===== config.mk =====
export PLATFORM = sky130hd
export DESIGN_NAME = dna_syn_tx_flat
export DESIGN_NICKNAME = d
export VERILOG_FILES = /design/src/rtl/dna_syn_pkg.sv /design/src/rtl/dna_syn_tx_if.sv /design/src/rtl/dna_syn_acc.sv /design/src/rtl/dna_syn_tx.sv /design/src/flat_wrapper.sv
export SDC_FILE = /design/constraint.sdc
export NUM_CORES = 1
export LEC_CHECK = 0
export CORE_MARGIN = 5
export CORE_UTILIZATION = 45
export CTS_CLUSTER_SIZE = 20
export DETAILED_ROUTE_END_ITERATION = 6
export GPL_TIMING_DRIVEN = 0
export PLACE_DENSITY = 0.67
export RECOVER_POWER = 25
export SYNTH_ARGS = -nofsm -noshare
export SYNTH_HDL_FRONTEND = slang
export SYNTH_SLANG_ARGS = --single-unit
export TNS_END_PERCENT = 30

===== constraint.sdc =====
create_clock -name clk -period 6.51 [get_ports clk]
set_clock_uncertainty 0.15 [all_clocks]
set_input_delay 1.302 -clock clk [delete_from_list [all_inputs] [get_ports clk]]
set_output_delay 1.302 -clock clk [all_outputs]
set_load 0.02 [all_outputs]

===== src/rtl/dna_syn_pkg.sv =====
// Shared types and constants for the weighted-syndrome digit link.
package dna_syn_pkg;

  typedef logic [1:0] digit_t;

  localparam int SUM_W      = 14;
  localparam int CHK_DIGITS = 7;
  // Wide enough for data index 0..11 and check index 0..6.
  localparam int IDX_W      = 4;

  typedef enum logic [1:0] {IDLE, DATA, CHECK, PARITY} tx_state_t;

  // A zero digit weighs 4 so that an all-zero word still has a non-zero syndrome.
  function automatic logic [2:0] digit_weight(input digit_t d);
    return (d == 2'b00) ? 3'd4 : {1'b0, d};
  endfunction

endpackage


===== src/rtl/dna_syn_tx_if.sv =====
// Handshake bundle for dna_syn_tx: parallel word input and serial digit output.
// The slave modport is the transmitter; the master modport is its environment.
interface dna_syn_tx_if #(parameter int N = 6);
  import dna_syn_pkg::*;

  logic [2*N-1:0] word_in;
  logic           word_valid;
  logic           word_ready;
  digit_t         dig_out;
  logic           dig_valid;
  logic           dig_ready;
  logic           dig_last;
  logic           dig_is_chk;

  modport master (
    output word_in, word_valid, dig_ready,
    input  word_ready, dig_out, dig_valid, dig_last, dig_is_chk
  );

  modport slave (
    input  word_in, word_valid, dig_ready,
    output word_ready, dig_out, dig_valid, dig_last, dig_is_chk
  );

endinterface


===== src/rtl/dna_syn_acc.sv =====
// Syndrome accumulator: sum += digit_weight(d) * pos when en, cleared by clr.
module dna_syn_acc
  import dna_syn_pkg::*;
(
  input  logic             clk,
  input  logic             rst_n,
  input  logic             clr,
  input  logic             en,
  input  digit_t           d,
  input  logic [IDX_W-1:0] pos,
  output logic [SUM_W-1:0] sum
);

  logic [SUM_W-1:0] prod;

  // Both operands widened first so the product cannot truncate.
  assign prod = {{(SUM_W-3){1'b0}}, digit_weight(d)} * {{(SUM_W-IDX_W){1'b0}}, pos};

  // Accumulate one weighted digit per accepted data transfer.
  always_ff @(posedge clk or negedge rst_n) begin
    if (!rst_n) begin
      sum <= '0;
    end else if (clr) begin
      sum <= '0;
    end else if (en) begin
      sum <= sum + prod;
    end
  end

endmodule


===== src/rtl/dna_syn_tx.sv =====
// Weighted-syndrome digit transmitter: serialises an N-digit word (digit 0 first),
// then appends the 14-bit syndrome as 7 check digits, MSB pair first.
// Optional: define DNA_SYN_TX_PARITY_EN to append one XOR parity digit after the checks.
module dna_syn_tx
  import dna_syn_pkg::*;
#(
  parameter int N = 6
) (
  input  logic             clk,
  input  logic             rst_n,
  dna_syn_tx_if.slave      bus,
  output logic [SUM_W-1:0] syn_out,
  output logic             frame_done
);

  tx_state_t        state, state_next;
  logic [2*N-1:0]   word_sh;
  logic [IDX_W-1:0] idx;
  logic [SUM_W-1:0] sum;
  logic [SUM_W-1:0] chk_shift;
  logic             ready;
  logic             accept, xfer;
  logic             data_end, chk_end, frame_end;
  digit_t           dig_out;
  logic             dig_valid, dig_last, dig_is_chk;
`ifdef DNA_SYN_TX_PARITY_EN
  digit_t           par;
`endif

  assign accept    = bus.word_valid && ready && (state == IDLE);
  assign xfer      = dig_valid && bus.dig_ready;
  assign data_end  = (state == DATA)  && (idx == IDX_W'(N - 1));
  assign chk_end   = (state == CHECK) && (idx == IDX_W'(CHK_DIGITS - 1));
  // Bring the check digit for index idx to the top two bits.
  assign chk_shift = sum << {idx, 1'b0};

`ifdef DNA_SYN_TX_PARITY_EN
  assign frame_end = (state == PARITY) && xfer;
`else
  assign frame_end = chk_end && xfer;
`endif

  assign bus.word_ready = ready;
  assign bus.dig_out    = dig_out;
  assign bus.dig_valid  = dig_valid;
  assign bus.dig_last   = dig_last;
  assign bus.dig_is_chk = dig_is_chk;

  dna_syn_acc u_acc (
    .clk   (clk),
    .rst_n (rst_n),
    .clr   (accept),
    .en    (xfer && (state == DATA)),
    .d     (word_sh[1:0]),
    .pos   (idx + 1'b1),
    .sum   (sum)
  );

  // State register.
  always_ff @(posedge clk or negedge rst_n) begin
    if (!rst_n) state <= IDLE;
    else        state <= state_next;
  end

  // Next state and digit-side outputs; outputs depend only on state so they hold during stalls.
  always_comb begin
    state_next = state;
    dig_out    = 2'b00;
    dig_valid  = 1'b0;
    dig_last   = 1'b0;
    dig_is_chk = 1'b0;
    case (state)
      IDLE: begin
        if (accept) state_next = DATA;
      end
      DATA: begin
        dig_valid = 1'b1;
        dig_out   = word_sh[1:0];
        if (xfer && data_end) state_next = CHECK;
      end
      CHECK: begin
        dig_valid  = 1'b1;
        dig_is_chk = 1'b1;
        dig_out    = chk_shift[SUM_W-1 -: 2];
`ifdef DNA_SYN_TX_PARITY_EN
        if (xfer && chk_end) state_next = PARITY;
`else
        dig_last = chk_end;
        if (xfer && chk_end) state_next = IDLE;
`endif
      end
      PARITY: begin
`ifdef DNA_SYN_TX_PARITY_EN
        dig_valid  = 1'b1;
        dig_is_chk = 1'b1;
        dig_last   = 1'b1;
        dig_out    = par;
        if (xfer) state_next = IDLE;
`else
        state_next = IDLE;
`endif
      end
      default: state_next = IDLE;
    endcase
  end

  // Word shifter, digit index, ready flag and end-of-frame reporting.
  always_ff @(posedge clk or negedge rst_n) begin
    if (!rst_n) begin
      word_sh    <= '0;
      idx        <= '0;
      ready      <= 1'b0;
      syn_out    <= '0;
      frame_done <= 1'b0;
    end else begin
      ready      <= (state_next == IDLE);
      frame_done <= frame_end;
      if (frame_end) syn_out <= sum;
      if (accept) begin
        word_sh <= bus.word_in;
        idx     <= '0;
      end else if (xfer && (state == DATA)) begin
        word_sh <= word_sh >> 2;
        idx     <= data_end ? '0 : idx + 1'b1;
      end else if (xfer && (state == CHECK)) begin
        idx     <= chk_end ? '0 : idx + 1'b1;
      end
    end
  end

`ifdef DNA_SYN_TX_PARITY_EN
  // Running XOR of every raw digit sent so far in the frame.
  always_ff @(posedge clk or negedge rst_n) begin
    if (!rst_n)      par <= 2'b00;
    else if (accept) par <= 2'b00;
    else if (xfer)   par <= par ^ dig_out;
  end
`endif

endmodule


===== src/flat_wrapper.sv =====
// flat-port wrapper written by rule: the top's interface ports become plain ports
module dna_syn_tx_flat import dna_syn_pkg::*;
#(
  parameter int N = 6
)
  (clk, rst_n, syn_out, frame_done, bus_word_in, bus_word_valid, bus_dig_ready, bus_word_ready, bus_dig_out, bus_dig_valid, bus_dig_last, bus_dig_is_chk);
  dna_syn_tx_if #(.N(N)) bus_i ();
  input  logic clk;
  input  logic rst_n;
  output logic [SUM_W-1:0] syn_out;
  output logic frame_done;
  input wire logic [$bits(bus_i.word_in)-1:0] bus_word_in;
  input wire logic [$bits(bus_i.word_valid)-1:0] bus_word_valid;
  input wire logic [$bits(bus_i.dig_ready)-1:0] bus_dig_ready;
  output wire logic [$bits(bus_i.word_ready)-1:0] bus_word_ready;
  output wire logic [$bits(bus_i.dig_out)-1:0] bus_dig_out;
  output wire logic [$bits(bus_i.dig_valid)-1:0] bus_dig_valid;
  output wire logic [$bits(bus_i.dig_last)-1:0] bus_dig_last;
  output wire logic [$bits(bus_i.dig_is_chk)-1:0] bus_dig_is_chk;
  assign bus_i.word_in = bus_word_in;
  assign bus_i.word_valid = bus_word_valid;
  assign bus_i.dig_ready = bus_dig_ready;
  assign bus_word_ready = bus_i.word_ready;
  assign bus_dig_out = bus_i.dig_out;
  assign bus_dig_valid = bus_i.dig_valid;
  assign bus_dig_last = bus_i.dig_last;
  assign bus_dig_is_chk = bus_i.dig_is_chk;
  dna_syn_tx #(.N(N)) u_core (.clk(clk), .rst_n(rst_n), .bus(bus_i), .syn_out(syn_out), .frame_done(frame_done));
endmodule

==> results.toml <==
[status]
status = "finished with violations"
failed_checks = "capacitance limit, slew limit"

[power]
worst_ir_drop_vdd_uv = 171
power_mw = 1.12
cellPowerDensity_mw_per_mm2 = 315
power_leakage_nw = 1.66

[cells_and_area]
layout_utilization = 0.553
num-nets-final = 376
final_cell_count_no_fill = 414
fraction_of_final_layout_cells_sized_beyond_drive_strength_1 = 0.128
final_area_mm2 = 0.00355
antenna-diode-count = 0
syn_to_final_growth_pct = 18.4

[sta]
worst_slew_pin_slew_ns = 1.83
setup-violations-final = 0
fmax_mhz = 250
finalMaxSlewViolations = 33
period_needed_ns = 4.00
setup_slack_ns = 2.51
finalSetupTns_ns = 0
final-hold-violation-count = 0
final.period_utilization = 0.614
slew-limit-headroom = -0.219
hold_slack_ns = 0.345
rsz0062_at_grt = "no"

[worst_setup_path]
startpoint = "u_core.idx[0]$_DFFE_PN0P_"
rrSetupSlack_ns = 2.51
endpoint_of_the_most_critical_register_to_register_path = "u_core.u_acc.sum[13]$_DFFE_PN0P_"
critical_path_class = "flop to flop"
start_kind = "flop"
worst_ep_required_time_ns = 6.56
ff2ff_path_depth = 14
worstSetupEndpoint = "u_core.u_acc.sum[13]$_DFFE_PN0P_"
crit_arrival_ns = 4.05
worstPathMaxFanout = 10
reg2reg_from = "u_core.idx[0]$_DFFE_PN0P_"
end_kind = "flop"

[routing]
drc = 0
drt-total-wl_um = 6490
detailedRoute.firstPassIterationCount = 4
average_wire_length_per_cell_after_detail_routing_um = 15.7
routed_via_density = 5.36
routed-via-count = 2221
detailedRoute.firstIterationViolations = 133
drt.antenna.violating_nets = 0

[synthesis]
synthesis.instances = 292
synth_xor_xnor_area_share = 0.0263
synthAdderAreaFrac = 0.118
yosys_warnings = 0
synth_sequential_area_ratio = 0.401
synth_cell_types = 53
postSynthAreaPerCell_um2 = 10.3
post_synth_and_or_nand_nor_area_fraction = 0.158
synth_fp_nets = 332
synth.mux.area_fraction = 0.120
synth_area_mm2 = 0.00300
synth_seq_cells = 48
synth_compound_gate_area_share = 0.119
synth_top_family_by_area = "simple AND/OR/NAND/NOR gates"

[global_routing]
globalRoute.totalOverflow = 0
via_count_of_the_first_global_routing_pass = 2178
grt_resource_usage_total = 0.164
grt_antenna_before_repair = 0
grt_pass1_wl_um = 11000
grt_max_degree = 33

[clock_tree]
tritoncts_buffer_count = 5
tritoncts_clock_tree = "yes"
hold_buffers = 0
cts-root-buf = "sky130_fd_sc_hd__clkbuf_8"
clock_slew_at_reported_path_ffs_ns = 0.10
cts_resized = 0
clk-insertion-delay-late_ns = 0.31
htree_levels = 2
cts.repair_timing.setup_buffer_count = 0
max_root_sink_buffers = 2
cts.sink_count = 48

[die]
die-height_um = 91.6
chipWidth_um = 91.6
io_pins = 37
placement_rows = 29
placeableCoreArea_mm2 = 0.00642
initial_core_util = 0.467
dieArea_mm2 = 0.00840

[placement]
dp_slack_ns = 2.49
place_congestion = 0.826
buffers_added_on_ports = 36
numPlacedInstances = 406
place_area_mm2 = 0.00347
post-dp-hpwl_um = 4930

[worst_hold_path]
timing.hold.worst.class = "flop to flop"

[run]
drv_cap = 1
[registers in the layout, summed over array words and instances, names as in the netlist]
register and cells:
u_core.state 2, u_core.word_sh 12, u_core.syn_out 14, u_core.u_acc.sum 14, u_core.bus.word_ready 1, u_core.frame_done 1
u_core.idx 4
[cell type report]
cell class / instances / area (um2)
inverters: 22 / 82.6
fillers: 596 / 2870
clock buffers: 6 / 82.6
repair buffers: 37 / 358
well taps: 77 / 96.3
flip-flops and latches: 48 / 1200
multi-input cells: 208 / 1620
plain buffers: 14 / 95.1
clock inverters: 2 / 13.8
[critical path: stages (launching register included)]
cell and delay [ns]:
sky130_fd_sc_hd__dfrtp_1 0.47, sky130_fd_sc_hd__buf_6 0.18, sky130_fd_sc_hd__inv_1 0.06, sky130_fd_sc_hd__ha_1 0.35, sky130_fd_sc_hd__nand2b_1 0.18, sky130_fd_sc_hd__fa_1 0.53, sky130_fd_sc_hd__inv_1 0.07, sky130_fd_sc_hd__fa_1 0.54
sky130_fd_sc_hd__inv_1 0.07, sky130_fd_sc_hd__fa_1 0.42, sky130_fd_sc_hd__and2b_1 0.26, sky130_fd_sc_hd__o31ai_2 0.12, sky130_fd_sc_hd__a211oi_1 0.29, sky130_fd_sc_hd__xnor2_1 0.15, sky130_fd_sc_hd__nor2_1 0.05
[how the worst min path moves through the flow]
stage | end | startpoint | slack (ns) | cells past startpoint
floorplan | u_core.word_sh[10]$_DFFE_PN0P_ | u_core.word_sh[10]$_DFFE_PN0P_ | 0.32 | 2
global placement | u_core.syn_out[7]$_DFFE_PN0P_ | u_core.syn_out[7]$_DFFE_PN0P_ | 0.32 | 1
detailed placement | u_core.syn_out[7]$_DFFE_PN0P_ | u_core.syn_out[7]$_DFFE_PN0P_ | 0.33 | 1
CTS | u_core.syn_out[7]$_DFFE_PN0P_ | u_core.syn_out[7]$_DFFE_PN0P_ | 0.35 | 1
global route | u_core.syn_out[7]$_DFFE_PN0P_ | u_core.syn_out[7]$_DFFE_PN0P_ | 0.37 | 1
finish | u_core.syn_out[7]$_DFFE_PN0P_ | u_core.syn_out[7]$_DFFE_PN0P_ | 0.35 | 1
[cells by family after synthesis]
kind of cell | count (synthesis)
AO/OA/AOI/OAI | 55
AND/OR/NAND/NOR | 91
adder cells (fa/ha/maj) | 24
flip-flops | 48
multiplexers | 29
buffers and inverters | 36
XOR/XNOR | 9
[synthesized netlist by cell type, drive strengths merged]
master   number  share of area
a21oi        15          0.025
nor2         22          0.033
ha           17          0.071
and2          2         0.0042
o31ai         1         0.0042
and3          2         0.0042
or3           3         0.0063
nor3          4         0.0067
and2b         2         0.0058
o2111ai       1         0.0050
o21ai        19          0.033
dfrtp        48           0.40
nor3b         2         0.0050
nand2        31          0.040
inv          22          0.028
nor4b         2         0.0058
a22o          1         0.0029
fa            7          0.047
nor2b         6          0.013
o21bai        1         0.0025
xor2          4          0.012
a32o          2         0.0067
mux2i        13          0.043
mux4          2          0.015
clkbuf        5         0.0063
o22ai         2         0.0042
a31oi         1         0.0021
a21boi        1         0.0025
o21a          1         0.0025
and4          1         0.0029
a211oi        7          0.021
or4           1         0.0025
xnor2         5          0.015
nand4         3         0.0083
buf           9          0.025
a21o          3         0.0075
nand2b        2         0.0050
nand3         8          0.015
mux2         14          0.061
[metal layers]
layer | track usage | routed length, um | vias up
met4 | 0.0565 | 96 | 0
met3 | 0.0286 | 161 | 6
met1 | 0.218 | 3080 | 1088
met2 | 0.271 | 3160 | 34
li1 | - | - | 1093
met5 | 0 | 0 | -
[cells in the final DEF (no fill, tap or decap), types with 13 or more instances in the layout]
master / netlist / layout
sky130_fd_sc_hd__dfrtp_1: 48 / 48
sky130_fd_sc_hd__clkdlybuf4s50_1: 0 / 35
sky130_fd_sc_hd__nand2_1: 29 / 29
sky130_fd_sc_hd__inv_1: 22 / 22
sky130_fd_sc_hd__nor2_1: 21 / 21
sky130_fd_sc_hd__o21ai_0: 17 / 17
sky130_fd_sc_hd__ha_1: 17 / 17
sky130_fd_sc_hd__a21oi_1: 15 / 15
sky130_fd_sc_hd__mux2i_1: 13 / 13
[power by group]
| group | internal (mW) | total (mW) | switching, mW |
|---|---|---|---|
| Sequential | 0.360 | 0.408 | 0.0483 |
| Combinational | 0.213 | 0.518 | 0.306 |
| Clock | 0.0870 | 0.192 | 0.105 |
| Total | 0.659 | 1.12 | 0.459 |
Power figures use the tool's default switching activity.
